### src/rtl/green_cube_pkg.sv
// Shared screen constants, coordinate width and scan FSM states for the
// green-cube game logic.
package green_cube_pkg;

    localparam int SCREEN_W = 640;
    localparam int SCREEN_H = 480;
    localparam int COORD_W  = 10;
    localparam int N_FLOORS = 8;

    typedef enum logic [1:0] {
        ST_IDLE,
        ST_SCAN,
        ST_DONE
    } scan_state_t;

    // Y that rests a sprite of height h on top of a floor at fy; clamps at the screen top.
    function automatic logic [COORD_W-1:0] snap_above(input logic [COORD_W-1:0] fy,
                                                      input int h);
        if (int'(fy) >= h) begin
            return COORD_W'(int'(fy) - h);
        end
        return '0;
    endfunction

endpackage

### src/rtl/floor_hit_cmp.sv
// Combinational landing test of the player box against one floor segment.
module floor_hit_cmp
    import green_cube_pkg::*;
#(
    parameter int PLAYER_W = 20,
    parameter int PLAYER_H = 20,
    parameter int FLOOR_W  = 100,
    parameter int LAND_TOL = 4
) (
    input  logic               en,
    input  logic [COORD_W-1:0] px,
    input  logic [COORD_W-1:0] py,
    input  logic [COORD_W-1:0] fx,
    input  logic [COORD_W-1:0] fy,
    output logic               hit
);

    localparam int SUM_W = COORD_W + 1;

    logic [SUM_W-1:0] feet_y;
    logic [SUM_W-1:0] top_y;
    logic [SUM_W-1:0] tol_y;
    logic [SUM_W-1:0] right_px;
    logic [SUM_W-1:0] left_px;
    logic [SUM_W-1:0] right_fx;

    // One extra bit keeps edges near 1023 from wrapping.
    always_comb begin
        feet_y   = {1'b0, py} + SUM_W'(PLAYER_H);
        top_y    = {1'b0, fy};
        tol_y    = {1'b0, fy} + SUM_W'(LAND_TOL);
        right_px = {1'b0, px} + SUM_W'(PLAYER_W);
        left_px  = {1'b0, px};
        right_fx = {1'b0, fx} + SUM_W'(FLOOR_W);
        hit = en
            && (feet_y >= top_y) && (feet_y <= tol_y)
            && (right_px > {1'b0, fx}) && (left_px < right_fx);
    end

endmodule

### src/rtl/floor_collide.sv
// Serial floor collision scanner: snapshots player and floors on tick, tests
// one floor per cycle, and reports the highest floor the player lands on.
module floor_collide
    import green_cube_pkg::*;
#(
    parameter int PLAYER_W = 20,
    parameter int PLAYER_H = 20,
    parameter int FLOOR_W  = 100,
    parameter int LAND_TOL = 4
) (
    input  logic               clk,
    input  logic               rst,
    input  logic               tick,
    input  logic [COORD_W-1:0] player_x,
    input  logic [COORD_W-1:0] player_y,
    input  logic [COORD_W-1:0] floor_pos_x0,
    input  logic [COORD_W-1:0] floor_pos_x1,
    input  logic [COORD_W-1:0] floor_pos_x2,
    input  logic [COORD_W-1:0] floor_pos_x3,
    input  logic [COORD_W-1:0] floor_pos_x4,
    input  logic [COORD_W-1:0] floor_pos_x5,
    input  logic [COORD_W-1:0] floor_pos_x6,
    input  logic [COORD_W-1:0] floor_pos_x7,
    input  logic [COORD_W-1:0] floor_pos_y0,
    input  logic [COORD_W-1:0] floor_pos_y1,
    input  logic [COORD_W-1:0] floor_pos_y2,
    input  logic [COORD_W-1:0] floor_pos_y3,
    input  logic [COORD_W-1:0] floor_pos_y4,
    input  logic [COORD_W-1:0] floor_pos_y5,
    input  logic [COORD_W-1:0] floor_pos_y6,
    input  logic [COORD_W-1:0] floor_pos_y7,
    input  logic [7:0]         enable,
    output logic               busy,
    output logic               result_valid,
    output logic               on_floor,
    output logic [2:0]         floor_idx,
    output logic [COORD_W-1:0] snap_y,
    output logic               overrun
);

    logic [COORD_W-1:0] fx_in [N_FLOORS];
    logic [COORD_W-1:0] fy_in [N_FLOORS];
    logic [COORD_W-1:0] fx_q  [N_FLOORS];
    logic [COORD_W-1:0] fx_d  [N_FLOORS];
    logic [COORD_W-1:0] fy_q  [N_FLOORS];
    logic [COORD_W-1:0] fy_d  [N_FLOORS];

    scan_state_t        state_q, state_d;
    logic [2:0]         cnt_q, cnt_d;
    logic [COORD_W-1:0] px_q, px_d;
    logic [COORD_W-1:0] py_q, py_d;
    logic [7:0]         en_q, en_d;
    logic               found_q, found_d;
    logic [COORD_W-1:0] best_fy_q, best_fy_d;
    logic [2:0]         best_idx_q, best_idx_d;
    logic               result_valid_q, result_valid_d;
    logic               on_floor_q, on_floor_d;
    logic [2:0]         floor_idx_q, floor_idx_d;
    logic [COORD_W-1:0] snap_y_q, snap_y_d;
    logic               overrun_q, overrun_d;

    logic               load;
    logic               cur_hit;
    logic               take;
    logic               found_n;
    logic [COORD_W-1:0] fy_n;
    logic [2:0]         idx_n;

    assign fx_in = '{floor_pos_x0, floor_pos_x1, floor_pos_x2, floor_pos_x3,
                     floor_pos_x4, floor_pos_x5, floor_pos_x6, floor_pos_x7};
    assign fy_in = '{floor_pos_y0, floor_pos_y1, floor_pos_y2, floor_pos_y3,
                     floor_pos_y4, floor_pos_y5, floor_pos_y6, floor_pos_y7};

    assign load = tick && (state_q == ST_IDLE);

    generate
        for (genvar gi = 0; gi < N_FLOORS; gi++) begin : g_snap
            always_comb begin
                fx_d[gi] = load ? fx_in[gi] : fx_q[gi];
                fy_d[gi] = load ? fy_in[gi] : fy_q[gi];
            end

            always_ff @(posedge clk) begin
                if (rst) begin
                    fx_q[gi] <= '0;
                    fy_q[gi] <= '0;
                end else begin
                    fx_q[gi] <= fx_d[gi];
                    fy_q[gi] <= fy_d[gi];
                end
            end
        end
    endgenerate

    floor_hit_cmp #(
        .PLAYER_W (PLAYER_W),
        .PLAYER_H (PLAYER_H),
        .FLOOR_W  (FLOOR_W),
        .LAND_TOL (LAND_TOL)
    ) u_cmp (
        .en  (en_q[cnt_q]),
        .px  (px_q),
        .py  (py_q),
        .fx  (fx_q[cnt_q]),
        .fy  (fy_q[cnt_q]),
        .hit (cur_hit)
    );

    // Strict less-than keeps the earlier (lower) index on equal heights.
    always_comb begin
        take    = cur_hit && (!found_q || (fy_q[cnt_q] < best_fy_q));
        found_n = found_q || cur_hit;
        fy_n    = take ? fy_q[cnt_q] : best_fy_q;
        idx_n   = take ? cnt_q : best_idx_q;
    end

    always_comb begin
        state_d        = state_q;
        cnt_d          = cnt_q;
        px_d           = px_q;
        py_d           = py_q;
        en_d           = en_q;
        found_d        = found_q;
        best_fy_d      = best_fy_q;
        best_idx_d     = best_idx_q;
        result_valid_d = 1'b0;
        on_floor_d     = on_floor_q;
        floor_idx_d    = floor_idx_q;
        snap_y_d       = snap_y_q;
        overrun_d      = overrun_q;

        case (state_q)
            ST_IDLE: begin
                if (tick) begin
                    state_d   = ST_SCAN;
                    cnt_d     = 3'd0;
                    px_d      = player_x;
                    py_d      = player_y;
                    en_d      = enable;
                    found_d   = 1'b0;
                    best_fy_d = '0;
                    best_idx_d = 3'd0;
                end
            end
            ST_SCAN: begin
                if (tick) begin
                    overrun_d = 1'b1;
                end
                cnt_d      = cnt_q + 3'd1;
                found_d    = found_n;
                best_fy_d  = fy_n;
                best_idx_d = idx_n;
                if (cnt_q == 3'd7) begin
                    state_d        = ST_DONE;
                    result_valid_d = 1'b1;
                    on_floor_d     = found_n;
                    if (found_n) begin
                        floor_idx_d = idx_n;
                        snap_y_d    = snap_above(fy_n, PLAYER_H);
                    end
                end
            end
            ST_DONE: begin
                if (tick) begin
                    overrun_d = 1'b1;
                end
                state_d = ST_IDLE;
            end
            default: begin
                state_d = ST_IDLE;
            end
        endcase
    end

    always_ff @(posedge clk) begin
        if (rst) begin
            state_q        <= ST_IDLE;
            cnt_q          <= 3'd0;
            px_q           <= '0;
            py_q           <= '0;
            en_q           <= '0;
            found_q        <= 1'b0;
            best_fy_q      <= '0;
            best_idx_q     <= 3'd0;
            result_valid_q <= 1'b0;
            on_floor_q     <= 1'b0;
            floor_idx_q    <= 3'd0;
            snap_y_q       <= '0;
            overrun_q      <= 1'b0;
        end else begin
            state_q        <= state_d;
            cnt_q          <= cnt_d;
            px_q           <= px_d;
            py_q           <= py_d;
            en_q           <= en_d;
            found_q        <= found_d;
            best_fy_q      <= best_fy_d;
            best_idx_q     <= best_idx_d;
            result_valid_q <= result_valid_d;
            on_floor_q     <= on_floor_d;
            floor_idx_q    <= floor_idx_d;
            snap_y_q       <= snap_y_d;
            overrun_q      <= overrun_d;
        end
    end

    assign busy         = (state_q != ST_IDLE);
    assign result_valid = result_valid_q;
    assign on_floor     = on_floor_q;
    assign floor_idx    = floor_idx_q;
    assign snap_y       = snap_y_q;
    assign overrun      = overrun_q;

endmodule

### config.mk
export PLATFORM = sky130hd
export DESIGN_NAME = floor_collide
export DESIGN_NICKNAME = d
export VERILOG_FILES = /design/src/rtl/green_cube_pkg.sv /design/src/rtl/floor_hit_cmp.sv /design/src/rtl/floor_collide.sv
export SDC_FILE = /design/constraint.sdc
export NUM_CORES = 1
export LEC_CHECK = 0
export BUFFER_PORTS_ARGS = -buffer_cell sky130_fd_sc_hd__buf_2
export CAP_MARGIN = 10
export CORE_MARGIN = 2
export CORE_UTILIZATION = 56
export DETAILED_ROUTE_END_ITERATION = 8
export GPL_TIMING_DRIVEN = 0
export PLACE_DENSITY = 0.8
export SLEW_MARGIN = 25
export SYNTH_ARGS = -nofsm -noshare
export SYNTH_HDL_FRONTEND = slang
export SYNTH_SLANG_ARGS = --single-unit
### constraint.sdc
create_clock -name clk -period 7.4 [get_ports clk]
set_input_delay 0.37 -clock clk [delete_from_list [all_inputs] [get_ports clk]]
set_output_delay 0.37 -clock clk [all_outputs]
set_load 0.05 [all_outputs]
==> results.md, run 1 <==
Final layout:
- Summing all multi-input logic gate instances after layout gives 0.00485 mm².
- The final core area utilization is 0.672.
- The commonest non-fill, non-tap cell in the layout is sky130_fd_sc_hd__buf_2.
- The layout cell share with drive strength beyond 1 is 0.278.
- The number of fill cells in the layout is 1499.
- In the final layout, flip-flops and latches occupy 0.00613 mm².
- The area growth from synthesis to layout is 18.8%.
- The final-stage net count is 1365.
- The final non-filler cell total is ~1400.
- In the layout the commonest cells are 211 x sky130_fd_sc_hd__buf_2, 161 x sky130_fd_sc_hd__and2_1, 160 x sky130_fd_sc_hd__edfxtp_1.

Floorplanning:
- The initial standard-cell utilization of the core is 0.566.
- The die width is 146 µm.
- The die is 146 µm tall.
- The I/O pin count is 208.
- In this run the standard cell core region covers 0.0200 mm².
- The row count is 52.
- The floorplan step defined a die boundary enclosing about 0.021 mm².

Yosys:
- The multiplexer fraction of the synthesized cell area is 0.119.
- The number of standard cells after synthesis is 886.
- After synthesis the cells add up to between 0.01 and 0.015 mm².
- The number of enable flip-flop cells after synthesis is 160.
- The fraction of the mapped netlist area in compound gates is 0.0833.
- The mean instance size in the synthesized netlist is 12.8 µm².
- The xor and xnor fraction of the mapped netlist area is 0.0255.
- The simple-gate share of the synthesized area is 0.138.
- By area, the combinational part of the netlist is dominated by simple AND/OR/NAND/NOR gates.
- The post-synth net total is 1133.
- Of the total synthesized cell area, the portion taken by full adders, half adders and majority gates is 0.0618.
- The share of synthesized area occupied by flip-flops and latches is 0.540.
- The synthesis-stage register bit count is 226.
- During synthesis, Yosys emitted a total of 0 warnings.
- After synthesis, the share of flip-flops with an asynchronous set or reset is 0.
- In this run, distinct cell masters in the synthesized netlist total 53.
- Among all flip-flop cells after synthesis, the most frequent one is sky130_fd_sc_hd__edfxtp_1.

Placed design:
- Summed over all nets, the half-perimeter wirelength after detailed placement is around 19000 µm.
- In this run the tool buffered the top-level ports with 206 buffer cells.
- The placement-stage worst setup slack is ~360 ps.
- The number of placed instances, taps included, is roughly 1400.
- The placer's final routability congestion estimate is 0.878.

Clock tree:
- The sink count of the clock tree is approximately 230.
- After clock tree synthesis, the flow added hold-fix buffers numbering 0.
- The number of clock buffers added by TritonCTS is 25.
- In this run the number of H-tree levels came out at 1.
- TritonCTS built the clock tree.
- No sink is reached through more buffers than the 3 on the longest clock path.
- For the worst-skew pair, the clock arrives at the later sink with an insertion delay of 520 ps.
- The clock tree root driver cell is sky130_fd_sc_hd__clkbuf_16.
- The CTS clock-pin slew for the worst setup and hold paths is ~60 ps.

Run status:
- The flow ran to the end, and the final reports show no timing, DRC or antenna violations.

Setup path:
- For this run, the slowest stage of the critical path takes 750 ps.
- By startpoint and endpoint, the worst setup path is classified as reg -> reg.
- The kind of capture point of the worst setup path is a register.
- For the worst setup path, the data arrival time is 7080 ps.
- For the worst setup path, the data required time is ~7800 ps.
- The category of the worst setup path launch point is a register.
- The maximum fanout encountered on the critical timing path is 10.
- On the critical path, the stage with the largest delay is an instance of sky130_fd_sc_hd__buf_1.

STA:
- The worst path in the final design needs a cycle of 6680 ps, including I/O delays and setup.
- The count of final max-slew check failures is 0.
- Setup violations remaining at the end of the flow were counted as 0.
- The post-route fraction of the period consumed by the critical path is 0.903.
- Timing would allow up to between 100 and 150 MHz.
- The count of final hold-check violations is 0.
- Headroom to the max-slew limit came out at 0.359.
- For the pin with the worst max-slew slack, the measured transition is 961 ps.
- The final total negative setup slack is 0 ps.
- The post-route clock skew is 15.8 ps.
- Once routing completed, OpenROAD measured the worst setup slack at 721 ps.
- Setup repair after global routing left no endpoint under its margin.

Detailed routing:
- For this run, design rule violations remaining after detail routing come to 0.
- The via density per instance is 5.49.
- The first-pass detailed-route iteration total is 5.
- The amount of wire on met2 after detailed routing is 12300 µm.
- The routed wire length is about 26000 µm.
- Once detail routing completed, the nets flagged for antenna violations numbered 0.
- In the final routed layout, each cell accounts on average for 18.5 µm.
- The detailed-routing wirelength on met1 is 11500 µm.
- In this run the top signal layer used is met4.
- For this block, the initial DRC count from the detailed router was roughly 510.
- The routed length on met3 is 1560 µm.
- Across all layers, the routed design uses about 7700 vias.

Power and ir drop:
- VDD sags by at most 209 µV.
- The design draws 0.00307 W.
- The analysis attributes to cell leakage a power of 5.60 nW.
- The power density normalized to cell area is 228 mW/mm².

Global route:
- Entering global routing, the biggest net connects 99 pins.
- The first global-routing pass estimated 40700 µm of wire.
- The sum of overflow across all layers after global routing is 0.
- The total global-route track usage is 0.244.
- The number of global-route vias before repair is 7818.
- The initial antenna violation count was 1.

Run:
- The number of max-cap violations is 0.

Worst hold path:
- The class of the tightest hold or removal check is in -> reg.
==> synth_stat cells, drive strengths merged, types with 2 or more instances <==
cell type    n  area share
and2       162       0.090
edfxtp     160        0.42
dfxtp       66        0.12
ha          56       0.062
a22o        41       0.032
mux4        41       0.082
nand2       41       0.014
inv         37       0.012
o21ai       35       0.016
nor2        33       0.011
mux2i       30       0.030
xnor2       30       0.023
clkbuf      27      0.0089
a21oi       26       0.011
buf         16       0.011
nand3       11      0.0049
a21o         9      0.0060
a211oi       8      0.0053
nand4        7      0.0039
mux2         6      0.0063
nor3         6      0.0026
nor4         5      0.0028
and3         3      0.0017
nand2b       3      0.0017
o2111ai      3      0.0023
xor2         3      0.0023
a2111oi      2      0.0015
nor2b        2      0.0011
nor3b        2      0.0018
o211ai       2      0.0013
o21a         2      0.0013
o21bai       2      0.0013
==> repair_timing <==
| item | 4_1_cts | 5_1_grt |
|---|---|---|
| setup buffers | 0 | 0 |
| setup endpoints to repair | 0 | 10 |
| resized for setup | 0 | 1 |
==> where the power goes <==
group          switching [W]  internal, W
Combinational       0.000245     0.000208
Sequential         0.0000336      0.00146
Clock               0.000484     0.000638
Total               0.000763      0.00230
==> routing by layer <==
layer / vias to the layer above / track usage
met2: 269 / 0.408
met3: 42 / 0.0341
met4: 0 / 0.0684
met5: - / 0
li1: 3714 / -
met1: 3709 / 0.337
==> stage by stage <==
step           instance area, µm²  hold WS [ps]
2_1_floorplan               11300           441
3_3_place_gp                12700           452
3_5_place_dp                12700           455
4_1_cts                     13500          38.8
5_1_grt                     13500          54.2
6_report                    13500          52.6
==> state kept, by name, indices dropped and copies added, names as in the netlist, 8 cells and up, named ones only <==
signal and flops:
fy_q 80, best_fy_q 10, snap_y 10, px_q 10
fx_q 80, en_q 8, py_q 10
==> cell families (layout without fill, tap and decap cells) <==
family,after synthesis,after routing
AND/OR/NAND/NOR,278,278
AO/OA/AOI/OAI,136,136
adder cells (fa/ha/maj),56,56
buffers and inverters,80,331
flip-flops,226,226
XOR/XNOR,33,33
multiplexers,77,77
other,0,1
==> worst max-delay path, delay by kind of cell (launching register included) <==
kind                       cells  cell delay (ps)
and+or+nand+nor               11             2060
buffers and inverters          7             1890
AOI/OAI and AO/OA              5              880
adders and majority gates      3              760
muxes                          2              550
DFF                            1              410
==> worst paths after layout <==
kind,slack (ps),to,from,cells past startpoint
min reg2reg,470,snap_y[9],snap_y[9],1
max reg2reg,720,snap_y[2],register,28
max,720,snap_y[2],register,28
min,50,px_q[0],player_x[0],3
==> final cells by class <==
cell class / count / area share
inverter: 37 / 0.0109
multi-input combinational: 580 / 0.360
timing repair buffer: 207 / 0.0786
tap: 270 / 0.0251
clock buffer: 35 / 0.0503
buffer: 41 / 0.0161
clock inverter: 11 / 0.00418
antenna: 1 / 0.000186
sequential: 226 / 0.455
No activity file was read; power rests on OpenSTA's default activity.
==> run 2, diff against run 1 <==
--- a/config.mk
+++ b/config.mk
@@ -8,10 +8,9 @@
 export BUFFER_PORTS_ARGS = -buffer_cell sky130_fd_sc_hd__buf_2
 export CAP_MARGIN = 10
 export CORE_MARGIN = 2
-export CORE_UTILIZATION = 56
+export CORE_UTILIZATION = 30
 export DETAILED_ROUTE_END_ITERATION = 8
 export GPL_TIMING_DRIVEN = 0
-export PLACE_DENSITY = 0.8
 export SLEW_MARGIN = 25
 export SYNTH_ARGS = -nofsm -noshare
 export SYNTH_HDL_FRONTEND = slang
==> run 2 against run 1 <==
Non-clock buffer count is 3 higher. Final cell count up 18%. Highest routed layer unchanged. Via count decreased by 0.88%. Register-to-register slack got worse by 95 ps. Clock power grew 12%. Final area grew 3.2%. Power grew 4.7%. Combinational power increased by 3%. Fmax down 1.4%. Sequential cell count stayed put. Global-route usage down 9.2 points.
==> results.md, run 2 (synthesized netlist as in run 1, its figures left out) <==
Detailed routing:
- The first routing iteration left 349 violations.
- The first-pass detailed-route iteration total is 5.
- The average routed wire per standard cell is 18.1 µm.
- The routed wire length is 29900 µm.
- Using the TritonRoute via totals, the vias-per-cell ratio works out to 4.63.
- Across all layers, the routed design uses 7666 vias.
- The number of DRC violations after detailed routing is 0.
- Once detail routing completed, the nets flagged for antenna violations numbered 0.

Final layout:
- The final-stage net count is 1370.
- From synthesis to final layout, the design area changed by 22.7%.
- Excluding fillers, the count of instances in the completed layout stands at roughly 1700.
- The combined area of the multi-input logic cells is between 0.004 and 0.005 mm².
- The finished cells cover between 0.01 and 0.015 mm².
- The commonest non-fill, non-tap cell in the layout is sky130_fd_sc_hd__buf_2.
- In the final layout, the share of cells above drive strength 1 is 0.281.
- Fill cells in the final layout number ~3700.
- The register area is 0.00613 mm².
- The largest registers in the layout are fx_q x80, fy_q x80.
- The top cell types in the final layout, fill and taps aside, are 211 x sky130_fd_sc_hd__buf_2, 161 x sky130_fd_sc_hd__and2_1, 160 x sky130_fd_sc_hd__edfxtp_1.

Setup path:
- In this run the worst path has a maximum fanout of 10.
- The highest cell delay on the worst timing path is 560 ps.
- The most numerous cell type found on the critical path is sky130_fd_sc_hd__buf_6.
- The worst setup path is captured at a register.
- The critical setup path kind is reg -> reg.
- For this design, the slowest cell found on the critical path is sky130_fd_sc_hd__mux4_2.
- The category of the worst setup path launch point is a register.
- Data on the critical path arrives at its endpoint at a little over 7000 ps.
- The worst path required time is 7850 ps.

Clock tree:
- The CTS clock-pin slew for the worst setup and hold paths is 60 ps.
- The later-pin clock latency in the skew report is 570 ps.
- The cell sitting at the root of the clock tree is a sky130_fd_sc_hd__clkbuf_16.
- The deepest clock path buffer count is 3.
- The CTS tree is built.
- The sink count of the clock tree is 226.
- The number of buffers inserted during clock tree synthesis is 27.
- CTS built an H-tree with a depth of 1.

Global route:
- Entering global routing, the biggest net connects 100 pins.
- The number of global-route vias before repair is 7743.
- The first-pass GRT wire length is ~45000 µm.
- The sum of overflow across all layers after global routing is 0.
- The total global-route track usage is 0.152.
- The initial antenna violation count is 1.

Power and ir drop:
- The power density normalized to cell area is between 200 and 250 mW/mm².
- The peak supply drop is 165 µV.
- The static leakage is 5.65 nW.

Placed design:
- The placed cell area is 0.0130 mm².
- After legalization and detailed placement, the total HPWL measured around 22000 µm.
- The number of placed instances with taps included is 1604.
- The congestion estimate from routability-driven global placement came to 0.836.
- OpenSTA, run right after detailed placement, puts the worst setup slack at -39.4 ps.
- Input and output buffers added on the ports amount to 206.

STA:
- The post-route fraction of the period consumed by the critical path is 0.915.
- The worst relative slew slack is 0.366.
- Setup violations remaining at the end of the flow were counted as 0.
- Setup repair after global routing left no endpoint under its margin.
- The count of final max-slew check failures is 0.
- The measured slew at the worst slew-check pin is 951 ps.
- The worst path needs roughly 6800 ps of the cycle, external delays included.
- The count of final hold-check violations is 0.
- The timing-limited maximum frequency is 148 MHz.
- The post-route clock skew is ~23 ps.
- Once routing completed, OpenROAD measured the worst setup slack at about 630 ps.

Floorplanning:
- The row count is a little over 70.
- The floorplan step defined a die boundary enclosing 0.0394 mm².
- The floorplan die height is ~200 µm.
- For this configuration, the core starts out at a cell density of 0.303.
- 208 I/O pins were placed.
- The total area inside the core boundary comes to 0.0374 mm².
- The die width is 198 µm.

Run:
- The number of max-cap violations is 0.

Run status:
- The run finished with clean final reports.

Worst hold path:
- The worst hold path belongs to the class in -> reg.
[run 2: changes by cell type in the layout (fill, tap and decap cells not counted)]
cell	change
sky130_fd_sc_hd__clkinv_1	+3
sky130_fd_sc_hd__clkbuf_2	-4
sky130_fd_sc_hd__dlygate4sd3_1	+2
sky130_fd_sc_hd__clkinvlp_4	+3
sky130_fd_sc_hd__clkinv_2	+1
sky130_fd_sc_hd__clkbuf_8	-1
sky130_fd_sc_hd__mux2i_2	+2
sky130_fd_sc_hd__mux2i_1	-2
sky130_fd_sc_hd__clkbuf_16	+2
sky130_fd_sc_hd__clkbuf_1	-2
sky130_fd_sc_hd__clkbuf_4	+1
sky130_fd_sc_hd__inv_16	+1
sky130_fd_sc_hd__bufinv_16	+1
[run 2: final timing paths]
check	from	to	slack, ps	cells after the start
setup / recovery	register	snap_y[2]	630	31
hold reg to reg	overrun	overrun	470	2
hold / removal	player_y[2]	py_q[2]	30	3
setup reg to reg	register	snap_y[2]	630	31
[run 2: routing by layer]
layer	part of all wire	up-vias	wire (µm)	global-route usage
met5	0	-	0	0
met4	0.023	0	679	0.0373
met3	0.055	42	1650	0.0259
met2	0.46	210	13800	0.249
met1	0.46	3678	13800	0.209
li1	-	3736	-	-
[run 2: through the flow]
stage | util | hold WS, ps | power [W] | TNS [ps]
finish | 0.372 | 28.9 | 0.00321 | 0
global route | 0.372 | 20.2 | 0.00335 | 0
CTS | 0.371 | 1.31 | 0.00325 | 0
detailed placement | 0.349 | 458 | 0.00199 | -137
global placement | 0.348 | 456 | 0.00198 | -99.0
floorplan | - | 441 | 0.00182 | 0
[run 2: cell type report]
cell class,instances,share of cell area
Clock inverter,20,0.0104
Clock buffer,30,0.0494
Tap cell,511,0.0460
Inverter,37,0.0105
Sequential cell,226,0.441
Timing Repair Buffer,209,0.0776
Multi-Input combinational cell,580,0.349
Buffer,42,0.0161
Antenna cell,1,0.000180
[run 2: repair_timing]
item / 4_1_cts / 5_1_grt
hold buffers: 2 / 0
hold endpoints to repair: 2 / 0
resized for setup: 0 / 3
pin swaps: 0 / 0
setup buffers: 0 / 0
endpoints found under the setup margin: 10 / 10
[run 2: power breakdown]
group | internal, W | switching, W | total [W]
combinational | 0.000210 | 0.000256 | 0.000466
clock | 0.000706 | 0.000548 | 0.00125
sequential | 0.00146 | 0.0000330 | 0.00149
[run 2: critical path: cells and delay by family, from the launching register on]
kind | cells | cell delay, ps
AO/OA/AOI/OAI | 8 | 1820
adder cells (fa/ha/maj) | 3 | 720
buffers and inverters | 10 | 1850
flip-flops | 1 | 340
multiplexers | 3 | 1050
AND/OR/NAND/NOR | 7 | 890
